## src/rtl/window_scan_ctrl.sv

```systemverilog
// Serpentine 3x3 window scanner: fetches pixels one read at a time and feeds
// a shifting window buffer, handing each completed window to the Sobel stage.
module window_scan_ctrl #(
   parameter int IMG_W   = 16,
   parameter int IMG_H   = 16,
   parameter int ADDR_W  = 16,
   parameter int COORD_W = 8
) (
   input  logic               clk,
   input  logic               rst,
   input  logic               start,
   output logic               mem_req,
   output logic [ADDR_W-1:0]  mem_addr,
   input  logic               mem_rvalid,
   input  logic [7:0]         mem_rdata,
   output logic               start_read,
   output logic               start_shift,
   output logic [1:0]         shift_direc,
   output logic [7:0]         data_r,
   input  logic               shift_done,
   output logic               window_valid,
   input  logic               win_ack,
   output logic [COORD_W-1:0] win_x,
   output logic [COORD_W-1:0] win_y,
   output logic               busy,
   output logic               done
);

   typedef enum logic [2:0] {
      IDLE, LOAD_REQ, LOAD_WAIT, EMIT, SHIFT, COL_REQ, COL_WAIT, FINISH
   } state_t;

   localparam logic [COORD_W-1:0] X_LAST = COORD_W'(IMG_W - 3);
   localparam logic [COORD_W-1:0] Y_LAST = COORD_W'(IMG_H - 3);

   localparam logic [1:0] DIR_LOAD  = 2'b00;
   localparam logic [1:0] DIR_LEFT  = 2'b01;
   localparam logic [1:0] DIR_RIGHT = 2'b10;
   localparam logic [1:0] DIR_DOWN  = 2'b11;

   state_t state, next_state;

   logic [3:0]        cnt;
   logic              dir_right;
   logic [1:0]        col_off, row_off;
   logic              last_read;
   logic              band_end, last_band;
   logic [ADDR_W-1:0] row_abs, col_abs;

   // Pixel offset inside the window for the read numbered cnt of the current group
   always_comb begin
      col_off   = 2'd0;
      row_off   = 2'd0;
      last_read = 1'b0;
      case (shift_direc)
         DIR_LOAD: begin
            last_read = (cnt == 4'd8);
            if (cnt < 4'd3) begin
               col_off = cnt[1:0];
            end else if (cnt < 4'd6) begin
               col_off = 2'(cnt - 4'd3);
               row_off = 2'd1;
            end else begin
               col_off = 2'(cnt - 4'd6);
               row_off = 2'd2;
            end
         end
         DIR_LEFT: begin
            col_off   = 2'd2;
            row_off   = cnt[1:0];
            last_read = (cnt == 4'd2);
         end
         DIR_RIGHT: begin
            row_off   = cnt[1:0];
            last_read = (cnt == 4'd2);
         end
         default: begin
            col_off   = cnt[1:0];
            row_off   = 2'd2;
            last_read = (cnt == 4'd2);
         end
      endcase
   end

   assign row_abs   = ADDR_W'(win_y) + ADDR_W'(row_off);
   assign col_abs   = ADDR_W'(win_x) + ADDR_W'(col_off);
   assign mem_addr  = mem_req ? (row_abs * ADDR_W'(IMG_W) + col_abs) : '0;

   assign band_end  = dir_right ? (win_x == X_LAST) : (win_x == '0);
   assign last_band = (win_y == Y_LAST);

   always_ff @(posedge clk or posedge rst) begin
      if (rst) state <= IDLE;
      else     state <= next_state;
   end

   always_comb begin
      next_state   = state;
      mem_req      = 1'b0;
      window_valid = 1'b0;
      done         = 1'b0;
      busy         = 1'b1;
      case (state)
         IDLE: begin
            busy = 1'b0;
            if (start) next_state = LOAD_REQ;
         end
         LOAD_REQ: begin
            mem_req    = 1'b1;
            next_state = LOAD_WAIT;
         end
         LOAD_WAIT: begin
            if (mem_rvalid) next_state = last_read ? EMIT : LOAD_REQ;
         end
         EMIT: begin
            window_valid = 1'b1;
            if (win_ack) next_state = (band_end && last_band) ? FINISH : SHIFT;
         end
         SHIFT: begin
            if (shift_done) next_state = COL_REQ;
         end
         COL_REQ: begin
            mem_req    = 1'b1;
            next_state = COL_WAIT;
         end
         COL_WAIT: begin
            if (mem_rvalid) next_state = last_read ? EMIT : COL_REQ;
         end
         FINISH: begin
            done       = 1'b1;
            busy       = 1'b0;
            next_state = IDLE;
         end
         default: begin
            busy       = 1'b0;
            next_state = IDLE;
         end
      endcase
   end

   // Coordinates, read counter and window-buffer strobes
   always_ff @(posedge clk or posedge rst) begin
      if (rst) begin
         win_x       <= '0;
         win_y       <= '0;
         dir_right   <= 1'b1;
         cnt         <= '0;
         shift_direc <= DIR_LOAD;
         data_r      <= '0;
         start_read  <= 1'b0;
         start_shift <= 1'b0;
      end else begin
         start_read  <= 1'b0;
         start_shift <= 1'b0;
         case (state)
            IDLE: begin
               if (start) begin
                  win_x       <= '0;
                  win_y       <= '0;
                  dir_right   <= 1'b1;
                  cnt         <= '0;
                  shift_direc <= DIR_LOAD;
               end
            end
            LOAD_WAIT, COL_WAIT: begin
               if (mem_rvalid) begin
                  data_r     <= mem_rdata;
                  start_read <= 1'b1;
                  cnt        <= last_read ? 4'd0 : cnt + 4'd1;
               end
            end
            EMIT: begin
               if (win_ack && !(band_end && last_band)) begin
                  start_shift <= 1'b1;
                  if (band_end)       shift_direc <= DIR_DOWN;
                  else if (dir_right) shift_direc <= DIR_LEFT;
                  else                shift_direc <= DIR_RIGHT;
               end
            end
            SHIFT: begin
               if (shift_done) begin
                  case (shift_direc)
                     DIR_LEFT:  win_x <= win_x + 1'b1;
                     DIR_RIGHT: win_x <= win_x - 1'b1;
                     DIR_DOWN: begin
                        win_y     <= win_y + 1'b1;
                        dir_right <= ~dir_right;
                     end
                     default: ;
                  endcase
               end
            end
            FINISH: begin
               shift_direc <= DIR_LOAD;
            end
            default: ;
         endcase
      end
   end

endmodule
```

## config.mk

```make
export PLATFORM = sky130hd
export DESIGN_NAME = window_scan_ctrl
export DESIGN_NICKNAME = d
export VERILOG_FILES = /design/src/rtl/window_scan_ctrl.sv
export SDC_FILE = /design/constraint.sdc
export NUM_CORES = 1
export LEC_CHECK = 0
export ABC_CLOCK_PERIOD_IN_PS = 8100
export CELL_PAD_IN_SITES_DETAIL_PLACEMENT = 1
export CELL_PAD_IN_SITES_GLOBAL_PLACEMENT = 1
export CORE_UTILIZATION = 28
export CTS_CLUSTER_SIZE = 12
export DETAILED_ROUTE_END_ITERATION = 8
export PLACE_DENSITY_LB_ADDON = 0.1
export SLEW_MARGIN = 20
export SYNTH_ARGS = -nofsm -noshare
export SYNTH_HDL_FRONTEND = slang
export SYNTH_SLANG_ARGS = --single-unit
```

## constraint.sdc

```tcl
create_clock -name clk -period 8.1 [get_ports clk]
set_input_delay 1.62 -clock clk [delete_from_list [all_inputs] [get_ports clk]]
set_output_delay 1.62 -clock clk [all_outputs]
set_load 0.01 [all_outputs]
```

Word-level counts from Yosys, hierarchy flattened
Cells that the tools add are included.
{ "totals": {"out_inout_bits": 48, "input_bits": 14, "word_cells": 109, "regBits": 36} }
{ "classes": {"n_mux": 46, "n_eq_ne": 23, "order_cmp": 2, "n_addsub": 9, "reduce_logical": 19, "bitwise_logic": 1} }
{ "ops": {"columns": ["op", "n"], "rows": [
  ["8-bit one-hot mux with 2 select lines", 3],
  ["8-bit two-way mux", 4],
  ["3-bit one-hot mux with 8 select lines", 1],
  ["2-bit two-way mux", 10],
  ["8-bit by 2-bit adder with 9-bit output", 2],
  ["3-bit two-way mux", 6],
  ["8-bit by 1-bit adder with 8-bit output, second input constant", 2],
  ["8-bit by 4-bit equality test with 1-bit output, second input constant", 2],
  ["13-bit by 9-bit adder with 14-bit output", 1],
  ["14-bit two-way mux", 1],
  ["2-bit inequality test, second input constant", 7],
  ["1-bit two-way mux", 13],
  ["3-bit equality test, second input constant", 4],
  ["4-bit two-way mux", 3],
  ["2-bit one-hot mux with 3 select lines", 2],
  ["8-bit logical NOT", 1],
  ["4-bit one-hot mux with 2 select lines", 1],
  ["4-bit AND reduction", 2],
  ["2-bit OR reduction", 4],
  ["8-bit by 1-bit subtractor with 8-bit output, second input constant", 1],
  ["3-bit by 2-bit equality test with 1-bit output, second input constant", 2],
  ["3-bit AND reduction", 2],
  ["5-bit AND reduction", 1],
  ["4-bit by 1-bit adder with 4-bit output, second input constant", 1],
  ["other kinds (20)", 24]
]} }

Logic depth before layout (Yosys ltp)
Gate-level depths: netlist of the first run.
{ "logic_depth": {"depth_word": 7, "ltp_mapped": 16} }

Worst setup path after synthesis of the first run
Ideal clock, no wire load.
{ "synth_timing": {"kind": "reg-to-output", "start": "reg cnt[0]", "end": "out mem_addr[10]", "path_slack_ps": 3398, "required_time_ps": 6480, "stages_incl_launch_ff": 17, "path_buffers": 0, "arrival_time_ps": 3082, "cell_sequence": "dfrtp_1 -> ha_1 -> nand2b_1 -> a21oi_1 -> nand2_1 -> a21oi_1 -> ha_1 -> inv_1 -> fa_1 -> xnor2_1 -> ha_1 -> o21ai_0 -> nand2b_1 -> a31o_2 -> a21oi_1 -> o2111ai_1 -> nor3b_1"} }
{ "synth_between": {"elab_chain_cells": 7, "word_cells_on_any_way": 14, "classes_between": "5 x add/sub; 2 x order compare; 7 x mux"} }
{ "synth_lines": {"columns": ["element", "line_no", "source"], "rows": [
  ["start, declared", "43", "logic [3:0] cnt;"],
  ["start signal, assigned", "169", "cnt <= last_read ? 4'd0 : cnt + 4'd1;"],
  ["4-bit by 3-bit < comparator with 1-bit output, or another cell as far along", "60", "end else if (cnt < 4'd6) begin"],
  ["2-bit two-way mux", "60", null],
  ["2-bit two-way mux", "58", "if (cnt < 4'd3) begin"],
  ["2-bit one-hot mux with 3 select lines or 2-bit one-hot mux with 2 select lines (tied branches)", "55", "case (shift_direc)"],
  ["8-bit by 2-bit adder with 9-bit output (on tied branches)", "86, 85", null],
  ["13-bit by 9-bit adder with 14-bit output *", "87", "assign mem_addr = mem_req ? (row_abs * ADDR_W'(IMG_W) + col_abs) : '0;"],
  ["14-bit two-way mux *", "87", null],
  ["end, declared", "13", "output logic [ADDR_W-1:0] mem_addr,"]
]} }
Mark *: on every way between the ends. The rest lies on a longest branch, timed or not.

Final worst setup path of the first run
{ "layout_timing": {"start": "reg cnt[1]", "end": "out mem_addr[9]"} }
The elaborated chain is that of the path after synthesis.

==> summary.txt, run 1 <==
Status
  • Status: finished, final reports clean

Logic synthesis
  • Share of flip-flops with an asynchronous set or reset: 100.0%
  • Post-Syn Area per Cell: approximately 8.1 um^2
  • Yosys cell types: 55
  • Mapped Cells: roughly 360
  • YS warnings: 0
  • Cell area after synthesis: roughly 0.0029 mm^2
  • Primary FF master, synth: dfrtp_1
  • #FFs+latches synth: 36
  • Seq/Total Area, Yosys: 31.51%
  • Number of synthesized flops with an enable pin: 0

Routing
  • DRT iter0 DRCs: 57
  • First drt pass iteration count: 4
  • DRT antenna net count: 0
  • Max layer used: met4
  • DR WL met3: 297 um
  • Vias per cell: about 5.0
  • Residual DRC count: 0
  • Routed WL per cell: between 10 and 15 um
  • Vias: 2689
  • Routed length on met2: roughly 3600 um
  • Met1 WL: between 3000 and 4000 um
  • Post-Route WL: approximately 8000 um

Floorplan
  • Die area: roughly 0.011 mm^2
  • CORE AREA: 0.009819 mm^2
  • Die W: 103.1 um
  • Initial core utilization: between 20% and 30%
  • Row cnt: 36
  • I/O pin cnt: between 60 and 70
  • Die Height: just over 100 um

Global route
  • GR Overflow Total: 0
  • Number of global-route vias before repair: about 2.7k
  • First-pass GRT wire length: 13250 um
  • Initial antenna violation count: 0
  • Pin count of the biggest net entering global routing: 37
  • Gr usage total: between 10% and 20%

Layout
  • Area delta synth->final: 27.27%
  • NumNets Final: 444
  • Filler cells: approximately 1.2k
  • Diode count: 0
  • Final Non-Filler Cells: approximately 540
  • FF+latch area: around 900 um^2
  • Area of the multi-input gates: around 0.0018 mm^2
  • Final Util: 37.11%
  • Layout cells sized above 1: just under 4%

Place
  • Placed instance count: between 500 and 600
  • Number of port buffers: between 50 and 60
  • RD Place Congestion: approximately 0.83
  • Final HPWL DP: 6230 um

Power and ir drop
  • Worst VDD drop: ~150 uV
  • Sw power: 0.4668 mW
  • Leak: roughly 1.6 nW
  • Pwr dens: slightly below 300 mW/mm^2
  • Switch share: 43.76%
  • Clock power frac: 15.1%
  • Logic pwr share: 53.7%
  • Internal power: about 0.6 mW
  • Sequential Power Share: 31.1%

Worst setup path
  • Most used cell, CP: ha_1
  • CP Capture Type: output pin
  • Critical Path Source Type: register
  • Critical-path maximum fanout: 10
  • Largest stage delay, worst path: approximately 530 ps
  • Critical setup path kind: reg -> out
  • Cells along the critical path: ha_1 > nand2b_1 > a21oi_1 > nand2_1 > a21oi_1 > ha_1 > inv_1 > fa_1 > xnor2_1 > ha_1 > nor3_1 > o21ai_0 > a31oi_1 > o21ai_0 > o311a_1 > nand4_1 > clkdlybuf4s50_1
  • Data arrival time of the worst path: between 4000 and 5000 ps
  • Slowest-stage cell, CP: clkdlybuf4s50_1
  • Worst path required time: approximately 6500 ps

CTS
  • CTS tree: built
  • Clk Latency, worst-skew pair: approximately 290 ps
  • Number of H-tree levels: 2
  • Postcts setup bufs: 0
  • CTS Sinks: 36
  • CTS Buf Count: 5
  • Clk root buf: clkbuf_8
  • Post-CTS Hold Fix Bufs: 0
  • CTS clk-pin slew, worst paths: about 80 ps
  • Resized cells post-CTS: 0
  • CTS max path bufs: 2

STA
  • Worst hold slack: about 480 ps
  • Slew Viols, Final: 0
  • Slew at the pin with the worst max-slew slack: about 620 ps
  • Post-route minimum period: ~5800 ps
  • Total negative slack: 0 ps
  • RSZ-0062 raised after global routing: no
  • Worst Skew: 4.464 ps
  • Number of setup violations in the final report: 0
  • Final Hold Viols: 0
  • FMAX: between 150 and 200 MHz
  • Fin crit share: ~70%
  • Rel. slew slack: about three fifths

Run
  • Max-cap violations: 0

Hold path
  • Worst Hold Class: reg -> reg
final cells by class:
cell class,count,share of cell area [%]
Timing Repair Buffer,59,16.14
Tap cell,133,4.567
Multi-Input combinational cell,284,49.52
Clock inverter,3,1.168
Clock buffer,5,1.889
Inverter,19,1.957
Sequential cell,36,24.76
synthesized netlist by cell type, types with 2 or more instances:
library cell  number  share of area [%]
inv_1             19                2.5
fa_1               3                2.1
nor2_1            32                4.2
nand3_1           12                2.1
a21oi_1           18                3.1
nand2_1           59                7.7
a21o_1             3               0.79
o21ai_1            4               0.70
o21ai_0           20                3.5
nand4b_1           2               0.61
dfrtp_1           35                 31
ha_1              22                9.6
a32oi_1            2               0.61
xnor2_1           12                3.7
o31ai_1            4                1.0
and2_1             3               0.66
nor2b_1            8                1.7
nor3_1             8                1.4
clkbuf_1           6               0.79
buf_4              4                1.0
xor2_1             9                2.8
o21a_1             4                1.0
buf_2              8                1.4
nand2b_1           8                1.7
a22o_1             4                1.2
o41ai_1            3               0.92
o211ai_1           2               0.52
and3b_1            2               0.61
or3_1              4               0.87
and3_1             4               0.87
nand4_1            7                1.5
critical path, delay by kind of cell, from the launching register on:
kind	cells	cell delay, ps
AO/OA/AOI/OAI	6	1070
XOR/XNOR	1	160
adder cells (fa/ha/maj)	4	1070
buffers and inverters	2	580
flip-flops	1	500
AND/OR/NAND/NOR	4	490
through the flow:
stage,cell area [um^2],worst slack (ps),total power [mW]
final,3643,2302,1.067
after global routing,3643,1849,1.165
after CTS,3643,2279,1.084
after detailed placement,3532,2614,0.9155
after global placement,3532,2700,0.9110
after floorplan,2870,3398,0.6834
state kept, by name (all words and copies together) (netlist names):
register and flops:
start_read 1, win_y 8, state 3, dir_right 1
shift_direc 2, data_r 8, win_x 8, start_shift 1
cnt 4
kinds of logic (layout without fill, tap and decap cells):
logic type,Yosys count,count (layout),share of synthesized area [%]
simple gates,157,157,26.22
flops,36,36,31.51
compound gates,78,78,18.27
buf+inv,37,86,5.726
xor+xnor,21,21,6.425
other cells,1,3,0.1310
fa+ha+maj,25,25,11.71
metal layers:
metal  track usage, %  vias up
met2            26.51       47
met3            3.254        5
li1                 -     1324
met1            21.88     1313
met4            4.225        0
met5                0        -
placed cells by master (no fill, tap or decap), types with 9 or more instances in the layout:
| cell | n |
|---|---|
| a21oi_1 | 18 |
| nand3_1 | 12 |
| nand2_1 | 59 |
| inv_1 | 19 |
| o21ai_0 | 20 |
| xor2_1 | 9 |
| clkdlybuf4s50_1 | 58 |
| nor2_1 | 32 |
| ha_1 | 22 |
| xnor2_1 | 12 |
| dfrtp_1 | 35 |
path summary, 6_finish.rpt:
kind	startpoint	endpoint	slack, ps	cells past startpoint
setup / recovery	cnt[1]$_DFFE_PP0P_	mem_addr[9]	2300	17
hold / removal	data_r[1]$_DFFE_PP0P_	data_r[1]$_DFFE_PP0P_	480	2
setup reg to reg	shift_direc[0]$_DFFE_PP0P_	win_x[7]$_DFFE_PP0P_	5340	9
hold reg to reg	data_r[1]$_DFFE_PP0P_	data_r[1]$_DFFE_PP0P_	480	2
max in group asynchronous	rst	dir_right$_DFFE_PP1P_	6000	3
min in group asynchronous	rst	shift_direc[0]$_DFFE_PP0P_	1740	3
power groups by stage:
stage	logic (mW)	clock network (mW)	registers [mW]
floorplan	0.378	0	0.305
global placement	0.576	0	0.335
detailed placement	0.579	0	0.336
CTS	0.584	0.167	0.333
global route	0.646	0.174	0.346
finish	0.573	0.162	0.332
Power figures use the tool's default switching activity.
==> run 2: changes to the inputs <==
Settings changed: ABC_CLOCK_PERIOD_IN_PS 8100 to 5000.
Clock period 8.1 ns to 5 ns, I/O delays scaled along.
==> run 2 against run 1 <==
Setup slack worse by 2000 ps. Sequential power up 57%. Critical path depth unchanged. Sequential cell count unchanged. Utilization up 0.56 points. Clock skew up 3.9 ps. Worst hold slack better by 0.67 ps. Via count up 0.74%. Global-route usage up 0.19 points. Combinational power up 70%. Register-to-register slack worse by 3000 ps. Critical path type unchanged.
==> summary.txt, run 2 (synthesis results as in run 1) <==
STA
  • FMAX: about 210 MHz
  • Slew at the pin with the worst max-slew slack: 618.5 ps (-3.195 ps)
  • Worst Skew: 8.333 ps (+3.869 ps)
  • Post-route minimum period: about 4700 ps
  • Number of setup violations in the final report: 0 (unchanged)
  • Slew Viols, Final: 0 (unchanged)
  • Rel. slew slack: 58.62% (+0.061 points)
  • Setup WS post-layout: 256.6 ps (-2045 ps)
  • Fin crit share: 94.87%
  • Final Hold Viols: 0 (unchanged)

Hold path
  • WHS Endpoint: data_r[2]$_DFFE_PP0P_
  • Hold depth: 2 (unchanged)
  • Worst Hold Class: reg -> reg
  • Worst Min Path Start: data_r[2]$_DFFE_PP0P_

Worst setup path
  • FF-to-FF setup slack: 2370 ps (-2970 ps)
  • Worst path required time: 4000 ps (-2480 ps)
  • Critical path buffer and inverter count: 4 (+2)
  • Slowest-stage cell, CP: fa_2
  • Largest stage delay, worst path: 510 ps (-20 ps)
  • Critical Path Source Type: register
  • Critical setup path kind: reg -> out
  • R2R depth: 9 (unchanged)
  • Top delay family on crit path: adder cells
  • Critical-path maximum fanout: 9 (-1)
  • Data arrival time of the worst path: 3740 ps (-440 ps)
  • FF-to-FF Start: shift_direc[0]$_DFFE_PP0P_
  • CP Capture Type: output pin
  • Crit path from: cnt[1]$_DFFE_PP0P_
  • Reg-to-Reg End: win_x[7]$_DFFE_PP0P_
  • Cells along the critical path: buf_4 > nand2b_1 > a21oi_2 > nand2_1 > a21oi_2 > ha_2 > inv_1 > fa_2 > inv_1 > ha_1 > o21ai_0 > nand2b_1 > a31o_2 > a21oi_1 > o2111ai_1 > nor3b_1 > dlygate4sd2_1

CTS
  • Clk Latency, worst-skew pair: 290 ps (about the same)
  • CTS max path bufs: 2 (unchanged)
  • Clk root buf: clkbuf_8
  • CTS Sinks: 36 (unchanged)
  • CTS tree: built
  • Number of H-tree levels: 2 (unchanged)
  • CTS Buf Count: 5 (unchanged)
  • Post-CTS Hold Fix Bufs: 0 (unchanged)
  • CTS clk-pin slew, worst paths: 70 ps (about the same)

Routing
  • Vias per cell: 4.980 (-0.18%)
  • DRT antenna net count: 0 (unchanged)
  • First drt pass iteration count: 4 (unchanged)
  • Vias: 2709 (+0.74%)
  • Routed WL per cell: 15.04 um (+2.1%)
  • Residual DRC count: 0 (unchanged)
  • DRT iter0 DRCs: 47 (-18%)
  • Post-Route WL: 8183 um (+3.0%)

Power and ir drop
  • Pwr dens: 458.4 mW/mm^2 (+57%)
  • Internal power: 0.9411 mW (+57%)
  • Logic pwr share: 57.5% (+3.8 points)
  • Overall Power: 1.695 mW (+59%)
  • Sw power: 0.7543 mW (+62%)
  • Clock power frac: 11.7% (-3.4 points)
  • Leak: 1.656 nW (+6.1%)
  • Sequential Power Share: 30.8% (-0.3 points)
  • Switch share: 44.49% (+0.73 points)
  • Worst VDD drop: 220.9 uV (+44%)

Place
  • Place WS: 260.8 ps (-2353 ps)
  • Number of port buffers: 58 (unchanged)
  • Final HPWL DP: 6284 um (+0.87%)
  • Placed cell areas: 0.003555 mm^2 (+0.64%)
  • RD Place Congestion: 0.7920 (-5.1%)

Layout
  • Area delta synth->final: 29.20%
  • Largest registers: data_r x8, win_x x8, win_y x8
  • Post-route cell area: 0.003699 mm^2 (+1.5%)
  • NumNets Final: 450 (+1.4%)
  • Final Util: 37.67% (+0.56 points)
  • Diode count: 0 (unchanged)
  • Filler cells: 1233 (unchanged)
  • Layout cells sized above 1: 7.299% (+3.4 points)
  • Commonest non-fill, non-tap cells in the layout: nand2_1 (59), clkdlybuf4s50_1 (53), dfrtp_1 (34)
  • Most common cell after layout, fill and taps aside: nand2_1

Global route
  • Gr usage total: 16.42% (+0.19 points)
  • GR Overflow Total: 0 (unchanged)
  • Initial antenna violation count: 0 (unchanged)
  • Pin count of the biggest net entering global routing: 37 (unchanged)
  • Number of global-route vias before repair: 2699 (+1.5%)
  • First-pass GRT wire length: 13540 um (+2.2%)

Floorplan
  • Die Height: 103.1 um (unchanged)
  • Initial core utilization: 29.15% (unchanged)
  • CORE AREA: 0.009819 mm^2 (unchanged)
  • Row cnt: 36 (unchanged)
  • I/O pin cnt: 62 (unchanged)
  • Die area: 0.01063 mm^2 (unchanged)
  • Die W: 103.1 um (unchanged)

Status
  • Status: finished, final reports clean

Run
  • Max-cap violations: 0 (unchanged)
-- run 2: cell types whose count changed in the layout (fill, tap and decap cells not counted), sizes merged --
| cell | delta |
|---|---|
| clkdlybuf4s50 | -5 |
| buf | +6 |
| dlygate4sd2 | +1 |
| clkbuf | +1 |
| clkinvlp | -1 |
| bufinv | -1 |
| dlymetal6s2s | +4 |
-- run 2: layer usage --
metal | share of wire (%) | track usage (%) | up-vias | routed length (um)
met5 | 0 | 0 | - | 0
met1 | 48 | 21.88 | 1311 | 3902
met4 | 1.3 | 4.225 | 0 | 110
met2 | 47 | 27.59 | 52 | 3878
met3 | 3.6 | 2.712 | 8 | 292
li1 | - | - | 1338 | -
-- run 2: metrics by stage --
step / std cells / hold WS, ps / setup TNS, ps
finish: 544 / 479.4 / 0
global route: 544 / 520.3 / -22.89
CTS: 541 / 486.0 / 0
detailed placement: 534 / 470.1 / 0
global placement: 534 / 457.0 / 0
floorplan: 357 / 488.2 / 0
-- run 2: final cells by class --
cell class,count,area (um^2),area share (%)
Clock inverter,1,5.005,0.1353
Inverter,19,71.32,1.928
Tap cell,133,166.4,4.499
Timing Repair Buffer,65,641.9,17.35
Sequential cell,36,903.4,24.42
Multi-Input combinational cell,284,1838,49.70
Clock buffer,6,72.57,1.962
-- run 2: what timing repair did --
action	CTS	global route
pin swaps	1	1
gates resized for setup	3	14
buffers inserted	0	3
gates cloned	0	0
setup endpoints to repair	3	6
-- run 2: worst max path at each step --
stage / cells after the start / slack [ps] / end
global route: 15 / -20 / mem_addr[7]
detailed placement: 17 / 260 / mem_addr[11]
CTS: 17 / 7 / mem_addr[11]
global placement: 17 / 330 / mem_addr[9]
finish: 17 / 260 / mem_addr[10]
floorplan: 16 / 920 / mem_addr[10]
-- run 2: tightest hold or removal path: stages (launching register included) --
cell and delay, ps:
dfrtp_1 350, nand2_1 50, nand2_1 50
-- run 2: power groups by stage --
| stage | logic, mW | registers (mW) | clock network, mW |
|---|---|---|---|
| floorplan | 0.613 | 0.494 | 0 |
| global placement | 0.961 | 0.525 | 0 |
| detailed placement | 0.972 | 0.530 | 0 |
| CTS | 0.981 | 0.525 | 0.210 |
| global route | 1.11 | 0.543 | 0.219 |
| finish | 0.974 | 0.522 | 0.199 |
==> run 3: changes to the inputs <==
Settings changed: ABC_CLOCK_PERIOD_IN_PS 5000 to 4100, SKIP_LAST_GASP set to 1.
Clock period 5 ns to 4.1 ns, I/O delays scaled along.
==> run 3 against run 2 <==
The run now ends with negative setup slack left. Global-route usage is 1.0 points higher. Sequential cell count stayed put. Clock skew is 3.3 ps lower. Utilization is 4.5 points higher. Worst hold slack better by 2.0 ps. Largest power group unchanged.
==> summary.txt, run 3 (synthesis results as in run 1) <==
Floorplan
  • Row cnt: 36 (unchanged)
  • CORE AREA: 0.009819 mm^2 (unchanged)
  • Die W: 103.1 um (unchanged)
  • I/O pin cnt: 62 (unchanged)
  • Initial core utilization: 29.15% (unchanged)
  • Die area: 0.01063 mm^2 (unchanged)
  • Die Height: 103.1 um (unchanged)

Status
  • Status: finished, violations left
  • Failing checks: negative setup slack

CTS
  • CTS tree: built
  • Number of H-tree levels: 2 (unchanged)
  • CTS clk-pin slew, worst paths: 80 ps (about the same)
  • Clk Latency, worst-skew pair: 290 ps (about the same)
  • CTS Sinks: 36 (unchanged)
  • CTS Buf Count: 5 (unchanged)
  • Post-CTS Hold Fix Bufs: 0 (unchanged)
  • Clk root buf: clkbuf_8
  • CTS max path bufs: 2 (unchanged)

Global route
  • Initial antenna violation count: 0 (unchanged)
  • GR Util met3: 2.305% (-0.41 points)
  • First-pass GRT wire length: 14370 um (+6.1%)
  • Gr usage total: 17.46% (+1.0 points)
  • Met1 usage: 23.74% (+1.9 points)
  • GR Overflow Total: 0 (unchanged)
  • Number of global-route vias before repair: 2926 (+8.4%)
  • Met2 Use GR: 29.49% (+1.9 points)
  • GR peak layer: met2
  • Pin count of the biggest net entering global routing: 28 (-24%)

Layout
  • Layout cells sized above 1: 22.15% (+15 points)
  • Final Non-Filler Cells: 589 (+8.3%)
  • Area delta synth->final: 44.58%
  • Commonest non-fill, non-tap cells in the layout: nand2_1 (58), buf_4 (51), clkdlybuf4s50_1 (47)
  • NumNets Final: 494 (+9.8%)
  • Largest registers: data_r x8, win_x x8, win_y x8
  • Diode count: 0 (unchanged)
  • Final Util: 42.15% (+4.5 points)
  • Most common cell after layout, fill and taps aside: nand2_1

Routing
  • First drt pass iteration count: 4 (unchanged)
  • DRT antenna net count: 0 (unchanged)
  • DRT iter0 DRCs: 75 (+60%)
  • Routed WL per cell: 15.10 um (+0.41%)
  • Vias per cell: 4.885 (-1.9%)
  • Vias: 2877 (+6.2%)
  • Residual DRC count: 0 (unchanged)
  • Post-Route WL: 8896 um (+8.7%)

Place
  • RD Place Congestion: 0.8212 (+3.7%)
  • Number of port buffers: 58 (unchanged)
  • Final HPWL DP: 6765 um (+7.7%)
  • Placed instance count: 569 (+6.6%)

STA
  • Setup WS post-layout: -64.31 ps (-321.0 ps)
  • Rel. slew slack: 58.46% (-0.16 points)
  • RSZ-0062 raised after global routing: yes
  • Final Hold Viols: 0 (unchanged)
  • Slew Viols, Final: 0 (unchanged)
  • Post-route minimum period: approximately 4200 ps
  • Fin crit share: 101.6%
  • Slew at the pin with the worst max-slew slack: 620.8 ps (+2.329 ps)
  • FMAX: around 240 MHz
  • Number of setup violations in the final report: 4 (+4)
  • Worst Skew: 5.039 ps (-3.295 ps)

Power and ir drop
  • Leak: 1.885 nW (+14%)
  • Overall Power: 2.402 mW (+42%)
  • Worst VDD drop: 247.9 uV (+12%)
  • Pwr dens: 580.4 mW/mm^2 (+27%)

Worst setup path
  • CP Capture Type: output pin
  • Worst path required time: 3280 ps (-720 ps)
  • Critical setup path kind: reg -> out
  • Slowest-stage cell, CP: fa_2
  • Critical Path Source Type: register
  • Cells along the critical path: inv_1 > ha_4 > a21o_1 > a221o_1 > inv_1 > fa_2 > inv_2 > ha_4 > o21ai_2 > nand2b_1 > buf_4 > and3_4 > buf_4 > o22ai_1 > nand4_1 > buf_2
  • Critical-path maximum fanout: 4 (-5)
  • Top delay family on crit path: adder cells
  • Largest stage delay, worst path: 450 ps (-60 ps)
  • Data arrival time of the worst path: 3340 ps (-400 ps)
  • Critical path buffer and inverter count: 6 (+2)

Hold path
  • Worst Hold Class: reg -> reg

Run
  • Max-cap violations: 0 (unchanged)
==> run 3: cell types whose count changed in the layout (fill, tap and decap cells not counted), sizes merged <==
cell and delta:
bufinv +1, dlymetal6s2s -3, clkbuf +2, clkdlybuf4s50 -6, buf +50, dlygate4sd2 +1
==> run 3: worst paths after layout <==
| kind | start | depth (start not counted) | to | slack [ps] |
|---|---|---|---|---|
| hold reg to reg | data_r[3]$_DFFE_PP0P_ | 2 | data_r[3]$_DFFE_PP0P_ | 480 |
| min in group asynchronous | rst | 2 | data_r[0]$_DFFE_PP0P_ | 920 |
| setup / recovery | shift_direc[1]$_DFFE_PP0P_ | 16 | mem_addr[9] | -60 |
| hold / removal | data_r[3]$_DFFE_PP0P_ | 2 | data_r[3]$_DFFE_PP0P_ | 480 |
| max in group asynchronous | rst | 3 | dir_right$_DFFE_PP1P_ | 2600 |
| setup reg to reg | shift_direc[1]$_DFFE_PP0P_ | 10 | win_x[7]$_DFFE_PP0P_ | 1280 |
==> run 3: what timing repair did <==
item,in CTS,in global routing
resized for setup,58,14
pin swaps,12,14
buffers inserted,7,5
setup endpoints to repair,10,9
==> run 3: layout make-up <==
cell class                 instances  area (um^2)
fill                            1215         5680
multi-input combinational        284         1968
timing repair buffer             109        923.4
sequential                        36        902.1
tap                              133        166.4
clock buffer                       6        72.57
inverter                          19        71.32
clock inverter                     2        35.03
==> run 3: metrics by stage <==
stage	setup TNS (ps)	setup slack, ps	hold slack [ps]	area [um^2]
finish	-157.4	-64.31	481.4	4139
detailed placement	-1833	-364.4	466.1	3817
CTS	-231.5	-101.0	487.2	4053
global placement	-1043	-227.6	457.9	3817
global route	-1334	-262.4	513.7	4139
floorplan	0	197.9	488.2	2870
==> run 3: power by group <==
part           internal (mW)  total (mW)  switching (mW)
Clock                  0.181       0.315           0.134
Sequential             0.468       0.618           0.151
Combinational          0.732        1.47           0.738
Total                   1.38        2.40            1.02
==> run 3: worst reg2reg max path: stages (launching register included) <==
cell and delay, ps:
dfrtp_1 380, buf_4 140, buf_4 150, ha_1 340
ha_1 350, a21oi_1 200, o211ai_1 160, o41ai_1 410
xor2_1 140, or4_1 420, nand3_1 90
==> run 3: layer usage <==
metal  up-vias  part of all wire (%)
met5         -                     0
met4         0                  0.85
met3         5                   3.7
met2        52                    48
met1      1395                    48
li1       1425                     -
